`src/rtl/branch_redirect.sv`:
```
// Fetch PC generator and branch-resolution tracker for the 4-entry predictor.
// Optional perf counters are built only when BRANCH_PERF_CNT_EN is defined.
module branch_redirect #(
  parameter logic [31:0] RESET_PC = 32'h0000_0000
) (
  input  logic        clk,
  input  logic        rst,
  input  logic        stall,
  input  logic        pred_hit,
  input  logic [31:0] pred_target,
  input  logic        ex_is_br_jal,
  input  logic        ex_taken,
  input  logic [31:0] ex_target,
  output logic [31:0] pc,
  output logic        flush,
  output logic        ex_pred_taken,
  output logic        upd_is_br_jal,
  output logic        upd_really,
  output logic [31:0] upd_brpc,
  output logic [31:0] upd_prepc,
  output logic [31:0] br_cnt,
  output logic [31:0] mispred_cnt
);

  typedef struct packed {
    logic        v;
    logic [31:0] pc;
    logic        ptaken;
    logic [31:0] ptarget;
  } shadow_t;

  logic [31:0] pc_q, pc_d;
  shadow_t     if_e, id_q, id_d, ex_q, ex_d;
  logic        mispredict;
  logic [31:0] redirect_pc;
  logic        upd_fire;
  logic        upd_v_q, upd_really_q;
  logic [31:0] upd_brpc_q, upd_prepc_q;

  // Resolution only counts when a real instruction occupies EX.
  always_comb begin
    mispredict = 1'b0;
    if (ex_q.v) begin
      if (ex_is_br_jal) begin
        mispredict = (ex_taken != ex_q.ptaken) ||
                     (ex_taken && (ex_target != ex_q.ptarget));
      end else begin
        mispredict = ex_q.ptaken;
      end
    end
  end

  assign redirect_pc = ex_taken ? ex_target : (ex_q.pc + 32'd4);
  assign upd_fire    = ex_q.v && ex_is_br_jal;

  always_comb begin
    if_e.v       = 1'b1;
    if_e.pc      = pc_q;
    if_e.ptaken  = pred_hit;
    if_e.ptarget = pred_target;

    if (mispredict) begin
      pc_d = redirect_pc;
    end else if (stall) begin
      pc_d = pc_q;
    end else if (pred_hit) begin
      pc_d = pred_target;
    end else begin
      pc_d = pc_q + 32'd4;
    end

    id_d = id_q;
    if (!stall) begin
      id_d = if_e;
    end
    ex_d = id_q;
    if (stall) begin
      ex_d   = ex_q;
      ex_d.v = 1'b0;
    end
    // A redirect kills both younger instructions even while stalled.
    if (mispredict) begin
      id_d.v = 1'b0;
      ex_d.v = 1'b0;
    end
  end

  always_ff @(posedge clk) begin
    if (rst) begin
      pc_q         <= RESET_PC;
      id_q         <= '0;
      ex_q         <= '0;
      upd_v_q      <= 1'b0;
      upd_really_q <= 1'b0;
      upd_brpc_q   <= '0;
      upd_prepc_q  <= '0;
    end else begin
      pc_q    <= pc_d;
      id_q    <= id_d;
      ex_q    <= ex_d;
      upd_v_q <= upd_fire;
      if (upd_fire) begin
        upd_really_q <= ex_taken;
        upd_brpc_q   <= ex_q.pc;
        upd_prepc_q  <= ex_target;
      end
    end
  end

  assign pc            = pc_q;
  assign flush         = mispredict;
  assign ex_pred_taken = ex_q.ptaken;
  assign upd_is_br_jal = upd_v_q;
  assign upd_really    = upd_really_q;
  assign upd_brpc      = upd_brpc_q;
  assign upd_prepc     = upd_prepc_q;

`ifdef BRANCH_PERF_CNT_EN
  logic [31:0] br_cnt_q, br_cnt_d;
  logic [31:0] mis_cnt_q, mis_cnt_d;

  // br_cnt advances on the same edge that raises the update pulse.
  always_comb begin
    br_cnt_d  = br_cnt_q + {31'b0, upd_fire};
    mis_cnt_d = mis_cnt_q + {31'b0, mispredict};
  end

  always_ff @(posedge clk) begin
    if (rst) begin
      br_cnt_q  <= '0;
      mis_cnt_q <= '0;
    end else begin
      br_cnt_q  <= br_cnt_d;
      mis_cnt_q <= mis_cnt_d;
    end
  end

  assign br_cnt      = br_cnt_q;
  assign mispred_cnt = mis_cnt_q;
`else
  assign br_cnt      = '0;
  assign mispred_cnt = '0;
`endif

endmodule

```
`config.mk`:
```
export PLATFORM = sky130hd
export DESIGN_NAME = branch_redirect
export DESIGN_NICKNAME = d
export VERILOG_FILES = /design/src/rtl/branch_redirect.sv
export SDC_FILE = /design/constraint.sdc
export NUM_CORES = 1
export LEC_CHECK = 0
export CORE_ASPECT_RATIO = 1.5
export CORE_MARGIN = 2
export CORE_UTILIZATION = 30
export CTS_BUF_LIST = sky130_fd_sc_hd__clkbuf_8
export CTS_CLUSTER_DIAMETER = 60
export DETAILED_ROUTE_END_ITERATION = 6
export HOLD_SLACK_MARGIN = 0.12
export SYNTH_ARGS = -nofsm -noshare
export SYNTH_HDL_FRONTEND = slang
export SYNTH_SLANG_ARGS = --single-unit
```
`constraint.sdc`:
```
create_clock -name clk -period 1.85 [get_ports clk]
set_clock_uncertainty 0.1 [all_clocks]
set_input_delay 0.37 -clock clk [delete_from_list [all_inputs] [get_ports clk]]
set_output_delay 0.37 -clock clk [all_outputs]
set_load 0.02 [all_outputs]
```
## Word-level counts from Yosys, hierarchy flattened

Cells that the tools add are included.

| word-level totals | value |
|---|---|
| input port bits | 70 |
| bits in registers | 230 |
| word-level logic and storage cells | 29 |
| memories kept | 0 |
| memory bits (read-only) | 0 |
| bits in writable memories | 0 |
| latch bits | 0 |

| cells by class | value |
|---|---|
| add/subtract/negate cells | 2 |
| div/mod/pow operators | 0 |
| shift-type cells | 0 |
| order comparisons | 0 |
| reductions and logical operators | 5 |
| multiplexer cells | 6 |
| multiply operators | 0 |
| bitwise logic cells | 0 |
| eq/ne operators | 3 |

Operators with widths:

| cell | number |
|---|---|
| two-way mux 32 bit | 4 |
| adder 32 x 3 -> 32 bit (second input constant) | 2 |
| != test 32 bit | 1 |
| OR reduction 3 bit | 1 |
| logical AND 1 bit | 2 |
| two-way mux 1 bit | 2 |
| != test 2 x 1 -> 1 bit (second input constant) | 1 |
| OR reduction 2 bit | 1 |
| logical OR 1 bit | 1 |
| != test 1 bit | 1 |

## Depth between registers and ports, before layout

| depth | value |
|---|---|
| depth after elaboration | 6 |
| depth in mapped cells | 9 |

## Worst setup path before layout

OpenSTA, ideal clock, no wires.

| timing | value |
|---|---|
| kind | reg2reg |
| start point | register pc_q[4] (netlist: pc[4]) |
| end point | register pc_q[23] (netlist: pc[23]) |
| library setup time | 72 ps |
| clock period less this slack | 2083 ps |
| path slack | -233 ps |
| stages on the path, launching flop included | 10 |
| path buffers | 3 |
| arrival time | 1911 ps |
| path through | dfxtp_1 buf_2 and4_1 buf_2 and3_1 buf_2 nand2_1 or3_1 a31o_2 mux2i_1 |

| on the way | value |
|---|---|
| word-level cells in the longest chain between the ends | 4 |

Ends and longest elaborated chain:

| what | line | RTL |
|---|---|---|
| start: declaration | 32 | `logic [31:0] pc_q, pc_d;` |
| start signal: assignment | 98 | `pc_q <= pc_d;` |
| adder 32 x 3 -> 32 bit | 69 | `pc_d = pc_q + 32'd4;` |
| two-way mux 32 bit | 66 | `end else if (pred_hit) begin` |
| two-way mux 32 bit | 64 | `end else if (stall) begin` |
| two-way mux 32 bit | 62 | `if (mispredict) begin` |

Every way passes these cells. The select of a mux whose other input is x is not followed.
A chain may end at the register's enable or synchronous reset.

## Worst setup path after layout

| timing | value |
|---|---|
| start point | input ex_target[4] |
| end point | output flush |

| on the way | value |
|---|---|
| word-level cells in the longest chain between the ends | 5 |

Ends and longest elaborated chain:

| what | line | RTL |
|---|---|---|
| start: declaration | 13 | `input logic [31:0] ex_target,` |
| != test 32 bit | 46 | `(ex_taken && (ex_target != ex_q.ptarget));` |
| logical AND 1 bit | 46 |  |
| logical OR 1 bit | 45 | `mispredict = (ex_taken != ex_q.ptaken) \|\|` |
| two-way mux 1 bit | 44 | `if (ex_is_br_jal) begin` |
| two-way mux 1 bit | 43 | `if (ex_q.v) begin` |
| end: declaration | 15 | `output logic flush,` |

Every way passes these cells.

==> metrics.md <==
| Metric | Value |
|---|---|
| Post-route setup slack | -0.673 ns |
| Hold Path Sink | id_q[47]$_SDFFE_PP0N_ |
| CTS clock-pin slew for the worst setup and hold paths | around 0.070 ns |
| DRT antenna net count | 0 |
| Placed cells | around 2,000 |
| Post-synthesis async set-or-reset flop share | 0% |
| Setup violation total in the final timing report | 35 |
| Syn Inst Count | about 1,300 |
| Post-route setup TNS | -5.38 ns |
| Max cap viols | 0 |
| WHS Path Cells | 4 |
| CP required | 1.38 ns |
| Number of synthesized flops with an enable pin | 0 |
| Syn Area/Cell | approximately 8.5 um2 |
| Port Buffers | around 170 |
| Non-Filler Instances | 2,107 |
| Distinct cell type count after synthesis | 66 |
| Failing checks | negative setup slack |
| Largest family of logic cells by synthesized area | simple AND/OR/NAND/NOR gates |
| Compound-cell area share of the yosys netlist | ~12% |
| Final Hold Vio Count | 0 |
| Synth Register Bits | 230 |
| Count of warnings emitted by yosys | 0 |
| Crit share post-route | 136% |
| RePlAce Congestion | 0.929 |
| CTS Buf Count | 36 |
| Maximum vdd drop | 0.296 mV |
| Setup slack, reg-to-reg | -0.34 ns |
| DRC Markers | 0 |
| Worst Path Max Fanout | 2 |
| Vias per cell | approximately 4.8 |
| RSZ-0062 raised after global routing | true |
| Initial Util | 30.5% |
| Wire per inst | 17.4 um |
| Post-synthesis simple-gate area fraction | roughly 19% |
| Crit-path slowest cell | clkdlybuf4s50_1 |
| Worst R2R End | pc[2]$_SDFFE_PP0P_ |
| Core box area | 0.0359 mm2 |
| Htree depth | 2 |
| Sequential-to-total area share from yosys stat | a little over two fifths |
| Adder-cell share of the synthesized area | 0.228% |
| Slowest stage delay, CP | just over 0.5 ns |
| Hpwl dp | about 28,000 um |
| Reg2reg start | ex_q[24]$_SDFFE_PP0N_ |
| Pwr Density | roughly 750 mW/mm2 |
| Final min period | ~2.5 ns |
| Nets | 1,676 |
| Post-synthesis xor/xnor area fraction | under 10% |
| Syn-to-layout area delta | 38.2% |
| Vias after detailed routing | 10,068 |
| Vias in the first global route | slightly below 10,000 |
| Most common cell after layout, fill and taps aside | dfxtp_1 |
| Die Span Y | 238 um |
| Status | complete, but fails checks |
| Global route overflow | 0 |
| Main synth FF type | dfxtp_1 |
| Initial antenna violation count | 4 |
| Hold Crit Start | stall |
| Worst skew pair latency | between 0.5 and 0.6 ns |
| Core Util, Final | a little over two fifths |
| Hold_ws | 0.189 ns |
| Fmax | approximately 400 MHz |
| Die W | 160 um |
| IO Count | 234 |
| Die area | approximately 0.038 mm2 |
| Final WL | about 37,000 um |
| Worst-path cell chain | clkdlybuf4s50_1, xnor2_1, buf_4, nand4_1, nor4_4, nand3_2, nand2_4, inv_4, buf_6 |
| TritonCTS Sinks | 230 |
| Post-Syn Area | approximately 0.011 mm2 |
| CTS Buffer Depth | 3 |
| Final Max Slew Viols | 0 |
| Worst slew margin | between 50% and 60% |
| Share of layout cells above drive strength 1 | between 20% and 30% |
| Worst min-delay path category | primary input to register |
| FILL cells | 3,649 |
| Crit path launch type | primary input |
| Critical Path Sink Type | primary output |
| Reg2reg path depth | 8 |
| Root Driver | clkbuf_8 |
| Largest net degree at the start of global routing | 63 |
| Row cnt | 85 |
| Initial DRC count | about 560 |
| Post-synthesis mux area share | approximately an eighth |
| First-pass GRT wire length | 56,400 um |
| Drt first pass iters | 5 |
| Worst slew pin tran | 0.617 ns |
| CTS tree | yes |
| Most frequent cells in the layout | dfxtp_1 (192), buf_4 (179), nand2_1 (170) |
| Setup Crit Path Kind | primary input to primary output |
| Static leakage | about 6.6 nW |
| Total Routing Usage GR | 18.9% |
| CP arrival | just over 2 ns |
==> worst max-delay path by stage <==
stage	depth (start not counted)	to	start	slack, ns
floorplan	9	pc[23]$_SDFFE_PP0P_	pc[4]$_SDFFE_PP0P_	-0.06
global placement	9	flush	ex_target[4]	-1.11
detailed placement	10	flush	ex_target[13]	-1.11
CTS	8	flush	ex_q[5]$_SDFFE_PP0N_	-0.71
global route	8	flush	ex_q[24]$_SDFFE_PP0N_	-0.77
finish	9	flush	ex_target[4]	-0.67
==> cell families (layout without fill, tap and decap cells) <==
kind of cell | Yosys count | in the layout
and+or+nand+nor | 455 | 455
DFF | 230 | 230
AOI/OAI and AO/OA | 219 | 219
buffers and inverters | 180 | 449
muxes | 146 | 146
xor gates and xnor gates | 61 | 61
adders and majority gates | 2 | 2
other | 1 | 67
==> critical path: cells and delay by family <==
| family | cells | cell delay [ns] |
|---|---|---|
| and+or+nand+nor | 4 | 0.73 |
| xor gates and xnor gates | 1 | 0.13 |
| buffers and inverters | 4 | 0.82 |
==> power by group <==
| part | internal [mW] | switching, mW |
|---|---|---|
| clock network | 2.43 | 2.08 |
| registers | 5.12 | 0.112 |
| logic | 0.698 | 0.916 |
| total | 8.26 | 3.11 |
==> cell type report <==
cell class	count	area (um2)	share of cell area, %
well taps	478	598	3.94
clock buffers	44	606	3.99
diodes	3	7.51	0.0495
flip-flops and latches	230	4660	30.7
clock inverters	16	130	0.858
repair buffers	364	3200	21.1
multi-input cells	947	5870	38.7
inverters	25	96.3	0.635
==> cells in the mapped netlist (4+ instances only) <==
master     number  area share [%]
clkbuf_1       54             1.8
o21ai_0        38             1.7
nor2b_1         4            0.23
xnor2_1        48             3.8
a211oi_1        6            0.41
or2_2           4            0.23
a311oi_1        6            0.48
and2_1          6            0.34
buf_1           9            0.31
buf_4          64             4.4
and3_1          6            0.34
o2111ai_1       9            0.72
buf_2          23             1.0
nand2_1       172             5.9
o22ai_1         9            0.51
nor3_1         15            0.68
o211ai_1        4            0.27
nand2b_1        4            0.23
xor2_1         13             1.0
dfxtp_1       230              42
nand3_1        26             1.2
a31oi_1         5            0.28
mux2i_1       143              13
a22oi_1         7            0.48
a21oi_1       107             4.9
or3_1           7            0.40
nor2_1        165             5.6
nand4_1        23             1.3
inv_1          24            0.82
nor4_1          5            0.28
and4_1          4            0.32
==> what timing repair did <==
action | CTS | global route
cloned | 1 | 0
pin swaps | 16 | 8
gates resized for setup | 195 | 34
endpoints found under the hold margin | 19 | 0
setup endpoints to repair | 134 | 51
buffers inserted | 4 | 0
hold buffers | 1 | 0
==> sequential cells by signal (all words and copies together) (netlist names) <==
| signal | count |
|---|---|
| id_q | 66 |
| ex_q | 65 |
| pc | 32 |
| upd_brpc | 32 |
| upd_prepc | 32 |
| ex_pred_taken | 1 |
| upd_is_br_jal | 1 |
| upd_really | 1 |
==> through the flow <==
step           setup slack (ns)  cell area (um2)  power [mW]
3_3_place_gp              -1.11            14200        6.94
4_1_cts                  -0.710            15200        11.5
5_1_grt                  -0.775            15200        11.8
6_report                 -0.673            15200        11.4
2_1_floorplan           -0.0574            11300        6.27
3_5_place_dp              -1.11            14200        6.96
==> layer usage <==
layer  track usage (%)  routed length (um)  part of all wire, %
met4              8.05                1540                  4.2
met3              3.62                2030                  5.5
met5                 0                  16                0.044
met2              33.8               18200                   50
met1              21.9               14800                   40
Note: power is estimated with default switching activity, not from simulation.
